`config.mk`:
```
export PLATFORM = sky130hd
export DESIGN_NAME = grf_scoreboard
export DESIGN_NICKNAME = d
export VERILOG_FILES = /design/src/rtl/grf_scoreboard.sv
export SDC_FILE = /design/constraint.sdc
export NUM_CORES = 2
export LEC_CHECK = 0
export CORE_UTILIZATION = 40
export CTS_BUF_LIST = sky130_fd_sc_hd__clkbuf_8 sky130_fd_sc_hd__clkbuf_16
export DETAILED_ROUTE_END_ITERATION = 10
export SETUP_SLACK_MARGIN = 0.4
export SYNTH_ARGS = -nofsm -noshare
export SYNTH_HDL_FRONTEND = slang
export SYNTH_SLANG_ARGS = --single-unit
```
`constraint.sdc`:
```
create_clock -name clk -period 2.9 [get_ports clk]
set_input_delay 0.29 -clock clk [delete_from_list [all_inputs] [get_ports clk]]
set_output_delay 0.29 -clock clk [all_outputs]
set_load 0.01 [all_outputs]
```
`src/rtl/grf_scoreboard.sv`:
```
// General register file with two bypassed combinational read ports, one
// synchronous write port and a per-register pending-write scoreboard that
// decode consults to stall on registers whose producer has not written back.
module grf_scoreboard #(
    parameter int DATA_W = 32,
    parameter int ADDR_W = 5,
    parameter int CNT_W  = 2
) (
    input  logic              clk,
    input  logic              reset,
    input  logic [ADDR_W-1:0] ra1,
    input  logic [ADDR_W-1:0] ra2,
    output logic [DATA_W-1:0] rd1,
    output logic [DATA_W-1:0] rd2,
    output logic              stall1,
    output logic              stall2,
    input  logic              iss_en,
    input  logic [ADDR_W-1:0] iss_addr,
    output logic              iss_ok,
    input  logic              we,
    input  logic [ADDR_W-1:0] wa,
    input  logic [DATA_W-1:0] wd,
    input  logic [31:0]       wpc
);

    localparam int DEPTH = 2 ** ADDR_W;
    localparam logic [CNT_W-1:0] CNT_MAX = {CNT_W{1'b1}};

    logic [DATA_W-1:0] gpr  [DEPTH];
    logic [CNT_W-1:0]  pend [DEPTH];
    logic              inc;
    logic              dec;

    // wpc only feeds the simulation write trace, which lives outside the design
    logic unused_trace_pc;
    assign unused_trace_pc = ^wpc;

    // Register 0 reads as zero; a same-cycle write-back is forwarded.
    function automatic logic [DATA_W-1:0] bypass_read(
        input logic [ADDR_W-1:0] ra,
        input logic              wr_en,
        input logic [ADDR_W-1:0] wr_addr,
        input logic [DATA_W-1:0] wr_data,
        input logic [DATA_W-1:0] stored
    );
        if (ra == '0)
            return '0;
        else if (wr_en && wr_addr == ra)
            return wr_data;
        else
            return stored;
    endfunction

    // Stall while writes are outstanding, unless the only one is landing now.
    function automatic logic hazard(
        input logic [ADDR_W-1:0] ra,
        input logic [CNT_W-1:0]  cnt,
        input logic              wr_en,
        input logic [ADDR_W-1:0] wr_addr
    );
        return (ra != '0) && (cnt != '0) &&
               !(wr_en && wr_addr == ra && cnt == CNT_W'(1));
    endfunction

    // Counter step; simultaneous issue and write-back cancel out.
    function automatic logic [CNT_W-1:0] next_count(
        input logic [CNT_W-1:0] cnt,
        input logic             up,
        input logic             down
    );
        if (up && !down)
            return cnt + CNT_W'(1);
        else if (down && !up)
            return cnt - CNT_W'(1);
        else
            return cnt;
    endfunction

    assign rd1    = bypass_read(ra1, we, wa, wd, gpr[ra1]);
    assign rd2    = bypass_read(ra2, we, wa, wd, gpr[ra2]);
    assign stall1 = hazard(ra1, pend[ra1], we, wa);
    assign stall2 = hazard(ra2, pend[ra2], we, wa);

    // Issue is accepted unless the destination counter is saturated.
    assign iss_ok = (iss_addr == '0) || (pend[iss_addr] != CNT_MAX);
    assign inc    = iss_en && iss_ok && (iss_addr != '0);
    // Write-backs to an idle register update data but never underflow the count.
    assign dec    = we && (wa != '0) && (pend[wa] != '0);

    // Register array: reset clears every entry, writes to $0 are dropped.
    always_ff @(posedge clk) begin
        if (reset) begin
            for (int i = 0; i < DEPTH; i++)
                gpr[i] <= '0;
        end else if (we && wa != '0) begin
            gpr[wa] <= wd;
        end
    end

    // Pending-write counters; entry 0 is only ever cleared, so it stays zero.
    always_ff @(posedge clk) begin
        if (reset) begin
            for (int i = 0; i < DEPTH; i++)
                pend[i] <= '0;
        end else begin
            for (int i = 1; i < DEPTH; i++)
                pend[i] <= next_count(pend[i],
                                      inc && (iss_addr == ADDR_W'(i)),
                                      dec && (wa == ADDR_W'(i)));
        end
    end

endmodule

```
==> out/qor.csv <==
stage,metric,value,unit
clock_network,clk sink count,1086,
sta,Final Cycle Share,107,%
synth,"flops & latches, synth",1086,
routing,post-route ant nets,0,
clock_network,CTS root buf,clkbuf_16,
clock_network,CTS buffer count,116,
synth,Yosys warning total,0,
clock_network,clk_lat worst skew,0.73,ns
critical_path,slowest CP cell,mux4_2,
placed_design,DP HPWL,165000,um
critical_path,critical path's most frequent cell,buf_4,
sta,slack of the critical path,-0.216,ns
critical_path,"critical path fanouts, max",2,
die,die area,155000,um2
critical_path,CP Class,flop to output port,
die,Die Height,394,um
sta,Worst Clk Skew,0.0143,ns
die,Core Area,152000,um2
routing,DRT Pass-1 Iters,5,
sta,max-slew violations,0,
synth,count of cell types in the netlist,72,
global_routing,total track usage,30.8,%
outcome,outcome,"finished, violations left",
clock_network,maximum buffer depth of the clock tree,3,
global_routing,largest net degree at the start of global routing,64,
critical_path,Worst path top cell family by delay,multiplexers,
sta,Final Critical Period,3.12,ns
outcome,failing checks,setup timing,
sta,Hold Fails Final Rpt,0,
pwr,Max VDD drop,0.518,mV
clock_network,CTS tree,done,
finish,FILL cells,12800,
finish,Syn-to-layout area delta,28.6,%
sta,fmax,0.321,GHz
placed_design,placed cell area,71200,um2
die,initial core utilization,40.3,%
finish,share of cells above drive strength 1,42.0,%
pwr,PD cells,521,nW/um2
critical_path,crit path launch type,flop,
min_path,Hold WC Path Type,input pin to flop,
routing,routed via count,45800,
sta,Setup-failing EPs final,32,
global_routing,GR Overflow Total,0,
synth,Synth Area per Inst,13.6,um2
job,MaxCap Viol Count,0,
critical_path,crit path DAT,2.83,ns
sta,Worst-Margin Slew,0.834,ns
sta,RSZ-0062 raised after global routing,true,
sta,Worst slew margin,44.4,%
placed_design,IO buf count,122,
synth,"EDFF count, synth",1024,
placed_design,RD Place Congestion,0.948,
global_routing,vias in the first global route,45400,
critical_path,WP buf/inv,4,
critical_path,"slowest stage delay, CP",0.48,ns
pwr,Static Leak,28.4,nW
global_routing,initial antenna violation count,13,
synth,"Seq/Total Area, Yosys",52.1,%
die,Die W,394,um
synth,Post-synth ARST share,0,%
finish,Layout Nets,5316,
synth,prevailing post-synth register cell,edfxtp_1,
critical_path,Worst setup EP type,output port,
routing,Vias/cell,6.25,
routing,routed len/inst,33.1,um
die,I/O Pins,155,
clock_network,Max H-tree Level,3,
clock_network,clock-pin slew on the worst setup and hold paths,0.06,ns
routing,Detailed Route WL,243000,um
routing,DRC,0,
pwr,Final Power,41.1,mW
global_routing,first-pass GRT wire length,341000,um
synth,Mapped Area,61400,um2
critical_path,crit-path cells,mux4_2 -> mux2i_1 -> buf_4 -> a2111oi_4 -> buf_4 -> nor3_4 -> nor3_2 -> buf_4 -> buf_6,
routing,DR iter-0 viols,5969,
finish,post-route cell area,79000,um2
critical_path,CP required,2.61,ns
die,Std-Cell Rows,143,
synth,Syn Inst Count,4514,
## through the flow
stage / std cells / setup TNS (ns) / utilization, % / hold slack [ns] / worst slack [ns]
after floorplan: 4545 / 0 / - / 0.482 / 0.319
after global placement: 7051 / -135.09 / 46.8 / 0.504 / -1.04
after detailed placement: 7052 / -124.93 / 46.8 / 0.524 / -0.871
after CTS: 7311 / -3.46 / 51.2 / 0.105 / -0.239
after global routing: 7326 / -5.47 / 51.8 / 0.115 / -0.307
final: 7332 / -2.65 / 51.9 / 0.126 / -0.216
## sequential cells by signal (all words and copies together) (netlist names)
signal,flops
pend,62
gpr,1024
## area by class of cell
cell class                 count  area (um2)  area share, %
sequential                  1086       32000           40.6
clock buffer                 116        2900           3.68
inverter                      11        41.3         0.0523
tap                         2030        2540           3.22
antenna                        7        17.5         0.0222
timing repair buffer        1004        9950           12.6
clock inverter               100         976           1.24
multi-input combinational   2978       30500           38.6
## power by group
part | switching (mW) | internal, mW | total (mW)
Clock | 6.76 | 8.72 | 15.5
Combinational | 3.97 | 3.27 | 7.25
Sequential | 0.423 | 18.0 | 18.4
## cell families after synthesis
family | Yosys count | synth area share [%]
AOI/OAI and AO/OA | 482 | 5.58
xor gates and xnor gates | 72 | 1.03
adders and majority gates | 31 | 0.631
buffers and inverters | 481 | 4.15
DFF | 1086 | 52.1
muxes | 816 | 22.0
other | 1 | 0.00611
and+or+nand+nor | 1545 | 14.6
## per-layer routing
metal,part of all wire (%),vias to the layer above,global-route usage (%)
met5,0.10,-,0.954
met4,5.3,6,13.7
met3,12,643,7.63
met2,45,2983,46.9
met1,38,23600,41.6
li1,-,18600,-
## worst paths after layout
check | to | cells after the start | startpoint | slack [ns]
max | rd2[20] | 9 | gpr[31][20] | -0.22
min | gpr[0][21] | 2 | reset | 0.13
min reg2reg | pend[3][1] | 2 | pend[3][1] | 0.54
max reg2reg | pend[28][1] | 12 | pend[19][0] | 0.04
## synth_stat cells (11+ instances only)
cell / instances / area share [%]
nor3_1: 128 / 1.0
mux4_2: 413 / 15
a221o_1: 32 / 0.52
a22oi_1: 27 / 0.33
a211oi_1: 21 / 0.26
nor2b_1: 19 / 0.19
buf_1: 14 / 0.086
o21ai_0: 71 / 0.58
ha_1: 31 / 0.63
or2_2: 48 / 0.49
a221oi_1: 62 / 0.88
buf_4: 44 / 0.54
mux2i_1: 276 / 4.5
nand2_1: 57 / 0.35
a2111oi_0: 49 / 0.70
clkbuf_1: 287 / 1.8
nand3_1: 20 / 0.16
or3_1: 56 / 0.57
nor2_1: 187 / 1.1
buf_8: 11 / 0.27
a21oi_1: 65 / 0.53
buf_2: 67 / 0.55
nor4_1: 31 / 0.32
edfxtp_1: 1024 / 50
and2_1: 937 / 9.5
o22ai_1: 75 / 0.76
nor3b_1: 18 / 0.22
o21ai_1: 19 / 0.15
buf_6: 43 / 0.79
mux2_2: 125 / 2.3
dfxtp_1: 62 / 2.0
xor2_1: 63 / 0.90
nand2b_1: 16 / 0.16
## placed cells by master (no fill, tap or decap), types with 28 or more instances in the layout
| cell type | n |
|---|---|
| a2111oi_2 | 29 |
| xor2_1 | 39 |
| mux2_2 | 125 |
| nand2_1 | 53 |
| buf_2 | 34 |
| buf_12 | 146 |
| conb_1 | 32 |
| dfxtp_1 | 28 |
| edfxtp_1 | 1024 |
| buf_4 | 658 |
| nor3_1 | 80 |
| or2_2 | 38 |
| a221o_1 | 32 |
| a221oi_1 | 43 |
| or3_1 | 31 |
| and2_1 | 934 |
| dfxtp_2 | 28 |
| a21oi_1 | 33 |
| buf_6 | 111 |
| clkbuf_16 | 118 |
| mux4_2 | 413 |
| o21ai_0 | 59 |
| nor2_1 | 142 |
| o22ai_1 | 61 |
| nor2_4 | 35 |
| mux2i_1 | 230 |
| ha_4 | 31 |
| clkdlybuf4s50_1 | 39 |
## timing repair
| item | CTS | global route |
|---|---|---|
| buffers inserted | 41 | 13 |
| hold buffers | 0 | 0 |
| resized for setup | 842 | 170 |
| cloned | 2 | 1 |
| pin swaps | 219 | 100 |
| endpoints found under the setup margin | 127 | 129 |
Note: power is estimated with default switching activity, not from simulation.
